### config.mk
export PLATFORM = sky130hd
export DESIGN_NAME = blink_rate_ctrl
export DESIGN_NICKNAME = d
export VERILOG_FILES = /design/src/rtl/blink_rate_ctrl_pkg.sv /design/src/rtl/half_period_timer.sv /design/src/rtl/blink_rate_ctrl.sv
export SDC_FILE = /design/constraint.sdc
export NUM_CORES = 1
export LEC_CHECK = 0
export CAP_MARGIN = 25
export CORE_ASPECT_RATIO = 0.75
export CORE_MARGIN = 5
export CORE_UTILIZATION = 45
export CTS_CLUSTER_DIAMETER = 60
export CTS_CLUSTER_SIZE = 30
export DETAILED_ROUTE_END_ITERATION = 8
export DONT_BUFFER_PORTS = 1
export RECOVER_POWER = 50
export SYNTH_ARGS = -nofsm -noshare
export SYNTH_HDL_FRONTEND = slang
export SYNTH_SLANG_ARGS = --single-unit
### constraint.sdc
create_clock -name in_clk -period 2 [get_ports in_clk]
set_clock_uncertainty 0.1 [all_clocks]
set_input_delay 0.4 -clock in_clk [delete_from_list [all_inputs] [get_ports in_clk]]
set_output_delay 0.4 -clock in_clk [all_outputs]
set_load 0.01 [all_outputs]
### src/rtl/blink_rate_ctrl_pkg.sv
// Shared definitions for the blink rate controller: FSM encoding, rate-mode
// sizing and the default base half-period.
`ifndef ENV_BASIC_FREQ
`define ENV_BASIC_FREQ 16
`endif
package blink_rate_ctrl_pkg;

  localparam int unsigned MODE_CNT = 4;
  localparam int unsigned MODE_W   = 2;

  typedef logic [MODE_W-1:0] mode_t;

  typedef enum logic [1:0] {
    ST_IDLE = 2'd0,
    ST_RUN  = 2'd1,
    ST_PEND = 2'd2
  } state_e;

  // Simulation builds use a short half-period; hardware takes the board clock define.
`ifdef DEBUG_TEST_BENCH
  localparam int unsigned HALF_DEFAULT = 16;
`else
  localparam int unsigned HALF_DEFAULT = `ENV_BASIC_FREQ;
`endif

  function automatic mode_t next_mode(input mode_t m);
    return (m == mode_t'(MODE_CNT - 1)) ? '0 : m + mode_t'(1);
  endfunction

endpackage

### src/rtl/half_period_timer.sv
// Cycle counter with terminal-count compare; pulses boundary on the last
// cycle of each half-period and restarts from zero.
module half_period_timer #(
  parameter int unsigned P_CNT_W = 32
) (
  input  logic               in_clk,
  input  logic               in_rst,
  input  logic               clear,
  input  logic               enable,
  input  logic [P_CNT_W-1:0] limit,
  output logic               boundary
);

  logic [P_CNT_W-1:0] cnt_q, cnt_d;
  logic               tc;

  assign tc       = (cnt_q == limit - P_CNT_W'(1));
  assign boundary = enable && !clear && tc;

  always_comb begin
    cnt_d = cnt_q;
    if (clear) begin
      cnt_d = '0;
    end else if (enable) begin
      cnt_d = tc ? '0 : cnt_q + P_CNT_W'(1);
    end
  end

  always_ff @(posedge in_clk or posedge in_rst) begin
    if (in_rst) begin
      cnt_q <= '0;
    end else begin
      cnt_q <= cnt_d;
    end
  end

endmodule

### src/rtl/blink_rate_ctrl.sv
// Square-wave blinker with four selectable rates; rate changes requested by a
// button pulse are deferred to the next half-period boundary.
//   state | meaning
//   IDLE  | disabled, counter held at 0, out_sig frozen
//   RUN   | counting, no change latched
//   PEND  | counting, mode change latched for the next boundary
module blink_rate_ctrl
  import blink_rate_ctrl_pkg::*;
#(
  parameter int unsigned P_HALF  = HALF_DEFAULT,
  parameter int unsigned P_CNT_W = 32
) (
  input  logic              in_clk,
  input  logic              in_rst,
  input  logic              in_en,
  input  logic              in_req,
  output logic              out_sig,
  output logic [MODE_W-1:0] out_mode,
  output logic              out_pending,
  output logic              out_drop
);

  state_e             state_q, state_d;
  logic               sig_q, sig_d;
  mode_t              mode_q, mode_d;
  logic               pending_q, pending_d;
  logic               drop_q, drop_d;
  logic               tmr_enable;
  logic               tmr_clear;
  logic               boundary;
  logic [P_CNT_W-1:0] half_len;

  assign half_len   = P_CNT_W'(P_HALF >> mode_q);
  assign tmr_enable = in_en && (state_q != ST_IDLE);
  // Dropping enable clears the count in the same edge that enters IDLE.
  assign tmr_clear  = !tmr_enable;

  half_period_timer #(
    .P_CNT_W (P_CNT_W)
  ) u_timer (
    .in_clk   (in_clk),
    .in_rst   (in_rst),
    .clear    (tmr_clear),
    .enable   (tmr_enable),
    .limit    (half_len),
    .boundary (boundary)
  );

  always_ff @(posedge in_clk or posedge in_rst) begin
    if (in_rst) begin
      state_q   <= ST_IDLE;
      sig_q     <= 1'b0;
      mode_q    <= '0;
      pending_q <= 1'b0;
      drop_q    <= 1'b0;
    end else begin
      state_q   <= state_d;
      sig_q     <= sig_d;
      mode_q    <= mode_d;
      pending_q <= pending_d;
      drop_q    <= drop_d;
    end
  end

  always_comb begin
    state_d = state_q;
    case (state_q)
      ST_IDLE: begin
        if (in_en) state_d = ST_RUN;
      end
      ST_RUN: begin
        if (!in_en)      state_d = ST_IDLE;
        else if (in_req) state_d = ST_PEND;
      end
      ST_PEND: begin
        if (!in_en)        state_d = ST_IDLE;
        else if (boundary) state_d = ST_RUN;
      end
      default: state_d = ST_IDLE;
    endcase
  end

  always_comb begin
    sig_d     = sig_q;
    mode_d    = mode_q;
    pending_d = pending_q;
    drop_d    = 1'b0;
    case (state_q)
      ST_IDLE: begin
        if (in_req) mode_d = next_mode(mode_q);
      end
      ST_RUN: begin
        if (in_en) begin
          // A request on a boundary still finishes that boundary in the old mode.
          if (boundary) sig_d = ~sig_q;
          if (in_req) pending_d = 1'b1;
        end
      end
      ST_PEND: begin
        if (!in_en) begin
          mode_d    = next_mode(mode_q);
          pending_d = 1'b0;
        end else begin
          if (boundary) begin
            sig_d     = ~sig_q;
            mode_d    = next_mode(mode_q);
            pending_d = 1'b0;
          end
          if (in_req) drop_d = 1'b1;
        end
      end
      default: begin
        pending_d = 1'b0;
      end
    endcase
  end

  assign out_sig     = sig_q;
  assign out_mode    = mode_q;
  assign out_pending = pending_q;
  assign out_drop    = drop_q;

endmodule
==> results of run 1 <==
final timing paths:
| kind | start | end | slack (ps) | depth (start not counted) |
|---|---|---|---|---|
| max in group asynchronous | in_rst | out_mode[0] | 960 | 2 |
| hold reg to reg | out_sig | out_sig | 430 | 1 |
| setup reg to reg | out_mode[1] | out_mode[1] | -190 | 8 |
| setup / recovery | out_mode[1] | out_mode[1] | -190 | 8 |
| min in group in_clk | in_en | state_q[0] | 180 | 2 |
| hold / removal | in_rst | out_sig | 180 | 2 |
synthesized netlist by cell type (all sizes together), types with 2 or more instances:
library cell	number	area, um2
nand2b	2	12.5
nor4	9	71.3
a31oi	2	12.5
a21oi	4	20.0
nor2b	3	18.8
nand3	12	65.1
nand4	16	100
o21ai	2	10.0
nor3b	2	25.0
and4	4	35.0
nor2	44	165
inv	11	41.3
ha	11	138
dfrtp	39	976
nand2	18	67.6
nor4b	2	17.5
or4	2	18.8
buf	8	40.0
mux2	2	22.5
xnor2	17	149
xor2	18	158
clkbuf	4	15.0
nand4b	2	17.5
and3	3	18.8
nor3	5	30.0
and2	2	12.5
timing repair:
action,CTS,global route
hold buffers,0,0
gates resized for setup,9,16
setup buffers,4,0
pin swaps,3,8
endpoints found under the setup margin,38,38
cloned,0,1
cell type report:
| class | count | area share |
|---|---|---|
| clock buffers | 6 | 0.0271 |
| clock inverters | 2 | 0.0115 |
| inverters | 11 | 0.0136 |
| multi-input cells | 192 | 0.462 |
| flip-flops and latches | 39 | 0.321 |
| well taps | 72 | 0.0296 |
| repair buffers | 49 | 0.135 |
layer usage:
layer,global-route usage,part of all wire,up-vias
met5,0,0,-
met4,0.0455,0.010,0
met3,0.0402,0.059,7
met2,0.225,0.41,51
met1,0.271,0.52,935
li1,-,-,958
power groups by stage:
stage	sequential, mW	combinational, mW	clock [mW]
6_report	0.945	1.43	0.684
5_1_grt	0.957	1.54	0.734
4_1_cts	0.936	1.20	0.698
3_5_place_dp	0.950	0.980	0
3_3_place_gp	0.945	0.972	0
2_1_floorplan	0.948	0.625	0
cells by family (layout without fill, tap and decap cells):
logic type                 Yosys count  in the layout  synth area share
AOI/OAI and AO/OA                   15             15            0.0426
DFF                                 39             39             0.415
xor gates and xnor gates            35             35             0.130
and+or+nand+nor                    128            128             0.293
buffers and inverters               23             68            0.0410
adders and majority gates           11             11            0.0585
muxes                                3              3            0.0192
per-stage QoR:
step / setup WS, ps / TNS, ps / util
after CTS: -175 / -4990 / 0.590
after detailed placement: -219 / -4850 / 0.551
after floorplan: -201 / -4550 / -
after global routing: -293 / -10310 / 0.612
final: -190 / -6090 / 0.612
after global placement: -195 / -5190 / 0.551
sequential cells by signal (all words and copies together), names as in the netlist:
register,flops
out_mode,2
state_q,2
out_sig,1
out_pending,1
out_drop,1
u_timer.cnt_q,32
==> key figures, run 1 <==
Power and ir drop
  – Switching Fraction: 0.341
  – Int Power: 2.02 mW
  – Comb power frac: 0.468
  – Net Switching: 1.04 mW
  – Worst IR Drop VDD: 0.653 mV
  – Static leakage: 1.29 nW
  – Total power draw: 3.06 mW
  – Sequential share of power: 0.309
  – Pwr Density: 1000 nW/um2
  – Clock network fraction of total power: 0.224

Status
  – Status: complete, but fails checks
  – Violated checks: negative setup slack

Critical path
  – Buf/Inv on CP: 1
  – CP Capture Type: flip-flop
  – Setup Crit Path Kind: reg -> reg
  – Worst-path cell chain: ha_2, inv_2, ha_4, xor2_2, nand3_2, nor3b_4, a31oi_4, mux2_4
  – CP delay by family, top: adder cells
  – Max incr delay on CP: 420 ps
  – Startpoint types: flip-flop
  – Arrival time worst endpoint: 2270 ps
  – WP data required: 2080 ps
  – CP Max Fanout: 4
  – Critical path's slowest cell: dfrtp_2

Clock tree
  – CTS Buf Count: 5
  – Clk slew on worst S/H paths: 70 ps
  – Worst-Skew Late Latency: 290 ps
  – Clk sinks: 39
  – Clk buf depth: 2
  – H-tree levels: 2
  – CTS tree: built
  – Clock root buffer: clkbuf_8

Global routing
  – GRT overflow: 0
  – Largest net degree at the start of global routing: 40
  – First-pass GRT wire length: 9090 um
  – Global-route usage over all layers: 0.170
  – Initial antenna violation count: 0
  – Vias in the first global route: 1779

Routing
  – Routed via count: 1951
  – DR WL/cell: 15.0 um
  – Iter 0 DRT Violations: 132
  – Routed Antenna Nets: 0
  – DRT Wirelength: 5550 um
  – DRC viols: 0
  – Via/cell ratio: 5.26
  – Drt pass-1 iters: 4

Layout
  – Non-filler instance count after layout: 371
  – Area of the multi-input gates: 1410 um2
  – Fin area: 3050 um2
  – Register area: 978 um2
  – N_diodes: 0
  – Layout fillers: 408
  – Most frequent cells in the layout: buf_4 (44), nor2_1 (43), dfrtp_1 (37)
  – Area Overhead vs Synth: 29.6%
  – Most common cell after layout, fill and taps aside: buf_4
  – Layout cells sized above 1: 0.288
  – Nets: 313

STA
  – Period utilisation layout: 1.10
  – Fmax: 457 MHz
  – Rel. slew slack: 0.368
  – Worst-margin pin slew: 948 ps
  – Crit path time final: 2190 ps
  – Final Hold Slack: 179 ps
  – Worst Setup Slack, final: -190 ps
  – Slew Viols, Final: 0
  – Final Hold Violating Endpoints: 0
  – Finish-stage setup viols: 38
  – RSZ-0062 raised after global routing: yes

Placed design
  – Detailed placement HPWL: 3890 um
  – Port Buffers: 0
  – Routability cong.: 0.858
  – Post-placement cell count: 358
  – DP Area: 2750 um2

Logic synthesis
  – Average size of a mapped cell: 9.26 um2
  – Asr flop ratio synth: 1.00
  – Synthesized area: 2350 um2
  – Seq/Total Area, Yosys: 0.415
  – Synth Net Count: 269
  – Synth cell types: 40
  – Syn Inst Count: 254
  – Yosys reg bits: 39
  – Ys flop type: dfrtp_1
  – Post-synth EDFFs: 0
  – Warnings from Yosys: 0

Die
  – Total Die Area: 6780 um2
  – Core outline area: 4980 um2
  – Die Y-Extent: 72.6 um
  – Die span in x: 93.5 um
  – # IOs: 9
  – Initial Utilization: 0.472
  – Row cnt: 22

Run
  – Total of max-cap violations: 0

Worst hold path
  – Hold Path Class: in -> async
Power figures use the tool's default switching activity.
==> run 2, diff against run 1 <==
- GPL_TIMING_DRIVEN: not set -> 1
==> results of run 2 <==
The final DEF is identical to that of run 1; final timing and power are the same.
==> run 3, diff against run 2 <==
- CORE_MARGIN: 5 -> not set
- CORE_UTILIZATION: 45 -> 50
- PLACE_DENSITY: not set -> 0.68
==> run 3 against run 2 <==
- the run still ends with negative setup slack left
- combinational power shrank 5%
- register-to-register slack better by 20 ps
- cell area fell by 1.5%
- via count decreased by 1.4%
- sequential share of layout area increased by 0.48 points
- clock power grew 14%
- first-iteration DRC count is 32% higher
- worst hold slack worse by 16 ps
- worst setup slack improved by 16 ps
- critical endpoint is now state_q[0]
- largest cell class unchanged
- largest power group unchanged
==> key figures, run 3 (synthesis gave the netlist of run 1 again) <==
Routing
  – Met2 WL: 2200 um (-3.6%)
  – Metal1 wirelength: 2710 um (-6.1%)
  – Via/cell ratio: 5.45 (+3.6%)
  – DRC viols: 0 (unchanged)
  – DR WL/cell: 15.0 um (+0.42%)
  – Drt pass-1 iters: 4 (unchanged)
  – Routed Antenna Nets: 0 (unchanged)
  – DRT Wirelength: 5300 um (-4.5%)
  – Routed length on met3: 355 um (+8.6%)
  – Iter 0 DRT Violations: 174 (+32%)
  – Routed via count: 1924 (-1.4%)
  – Top sig layer: met4

Critical path
  – CP Max Fanout: 4 (unchanged)
  – Setup Crit Path Kind: reg -> reg
  – Arrival time worst endpoint: 2240 ps (-30 ps)
  – WP data required: 2070 ps (about the same)
  – Startpoint types: flip-flop
  – CP Capture Type: flip-flop

Layout
  – Area Overhead vs Synth: 27.7%
  – Number of flip-flops in the largest register: 32 (unchanged)
  – Most common cell after layout, fill and taps aside: nor2_1
  – N_diodes: 0 (unchanged)
  – Register area: 978 um2 (unchanged)
  – Most flops, register: u_timer.cnt_q
  – Most frequent cells in the layout: nor2_1 (42), buf_4 (41), dfrtp_1 (37)
  – Layout cells sized above 1: 0.287 (-0.000463)
  – Nets: 310 (-0.96%)
  – Layout fillers: 344 (-16%)
  – Area of the multi-input gates: 1410 um2 (-0.18%)

Clock tree
  – Cts hold-fix bufs: 0 (unchanged)
  – Clk slew on worst S/H paths: 80 ps (about the same)
  – CTS tree: built
  – Clk buf depth: 2 (unchanged)
  – Clk sinks: 39 (unchanged)
  – CTS Buf Count: 5 (unchanged)
  – H-tree levels: 2 (unchanged)
  – Clock root buffer: clkbuf_8
  – Worst-Skew Late Latency: 290 ps (about the same)

Power and ir drop
  – Clock network fraction of total power: 0.253 (+0.029)
  – Pwr Density: 1030 nW/um2 (+2.3%)
  – Net Switching: 1.03 mW (-0.78%)
  – Sequential share of power: 0.306 (-0.003)
  – Comb power frac: 0.441 (-0.027)
  – Static leakage: 1.26 nW (-2.3%)
  – Int Power: 2.05 mW (+1.6%)
  – Switching Fraction: 0.336 (-0.00528)
  – Worst IR Drop VDD: 0.719 mV (+10%)

Run
  – Total of max-cap violations: 0 (unchanged)

STA
  – Worst-margin pin slew: 940 ps (-8.10 ps)
  – Worst Setup Slack, final: -174 ps (+16.2 ps)
  – Slew Viols, Final: 0 (unchanged)
  – Final Hold Slack: 162 ps (-16.3 ps)
  – Fmax: 460 MHz (+0.75%)
  – Crit path time final: 2170 ps (-16.2 ps)
  – Period utilisation layout: 1.09 (-0.00811)
  – RSZ-0062 raised after global routing: yes
  – Finish-stage setup viols: 38 (unchanged)
  – Rel. slew slack: 0.373 (+0.00540)
  – Final Hold Violating Endpoints: 0 (unchanged)

Worst hold path
  – Hold Path Class: in -> reg

Global routing
  – Initial antenna violation count: 0 (unchanged)
  – Global-route usage over all layers: 0.240 (+0.0700)
  – Largest net degree at the start of global routing: 40 (unchanged)
  – GRT overflow: 0 (unchanged)
  – Vias in the first global route: 1790 (+0.62%)
  – First-pass GRT wire length: 8740 um (-3.9%)

Die
  – Die Y-Extent: 61.4 um (-15%)
  – Core outline area: 4490 um2 (-9.8%)
  – Initial Utilization: 0.523 (+0.0514)
  – Total Die Area: 4980 um2 (-27%)
  – # IOs: 9 (unchanged)
  – Row cnt: 21 (-4.5%)
  – Die span in x: 81.2 um (-13%)

Placed design
  – Worst slack, placed: -242 ps (-23.0 ps)
  – Detailed placement HPWL: 3690 um (-5.1%)
  – Port Buffers: 0 (unchanged)
  – Routability cong.: 0.810 (-5.6%)

Status
  – Status: complete, but fails checks
  – Violated checks: negative setup slack
run 3: cell types whose count changed in the layout (fill, tap and decap cells not counted), moves of 2 or more:
cell / before / now
buf_4: 44 / 41
buf_6: 1 / 3
mux2_1: 0 / 2
mux2_4: 2 / 0
run 3: worst paths after layout:
path	end	cells after the start	from	slack [ps]
setup / recovery	state_q[0]	11	out_mode[0]	-170
setup reg to reg	state_q[0]	11	out_mode[0]	-170
hold / removal	out_drop	1	in_en	160
min in group asynchronous	state_q[0]	2	in_rst	180
max in group asynchronous	out_mode[0]	2	in_rst	970
hold reg to reg	out_sig	1	out_sig	440
run 3: critical path: stages, from the launching register on:
cell	delay, ps
dfrtp_2	440
inv_2	90
ha_4	140
inv_4	40
ha_4	230
xor2_2	160
nand3_2	120
buf_4	160
buf_6	110
nor2_4	110
and4_4	250
o22ai_2	90
run 3: what timing repair did:
item	in CTS	in global routing
pin swaps	14	5
resized for setup	20	10
hold endpoints to repair	0	0
endpoints found under the setup margin	38	38
buffers inserted	6	1
run 3: routing by layer:
| layer | up-vias | track usage |
|---|---|---|
| li1 | 953 | - |
| met1 | 911 | 0.377 |
| met2 | 56 | 0.335 |
| met3 | 4 | 0.0459 |
| met4 | 0 | 0.0638 |
| met5 | - | 0 |
run 3: power groups by stage:
stage	sequential (mW)	combinational, mW	clock, mW
after global placement	0.942	0.952	0
after CTS	0.945	1.22	0.801
after global routing	0.958	1.47	0.830
final	0.944	1.36	0.781
after detailed placement	0.948	0.965	0
after floorplan	0.948	0.625	0
run 3: cell type report:
type / count / area share
Clock inverter: 3 / 0.0225
Multi-Input combinational cell: 192 / 0.468
Sequential cell: 39 / 0.326
Timing Repair Buffer: 46 / 0.122
Tap cell: 57 / 0.0238
Clock buffer: 5 / 0.0229
Inverter: 11 / 0.0146
run 3: stage by stage:
step	instance area (um2)	util	total power, mW	TNS [ps]	std cells
floorplan	2370	-	1.57	-4550	254
global placement	2700	0.601	1.89	-4770	341
detailed placement	2700	0.601	1.91	-6350	341
CTS	2960	0.658	2.97	-3500	353
global route	3000	0.668	3.26	-8050	353
finish	3000	0.668	3.08	-3620	353
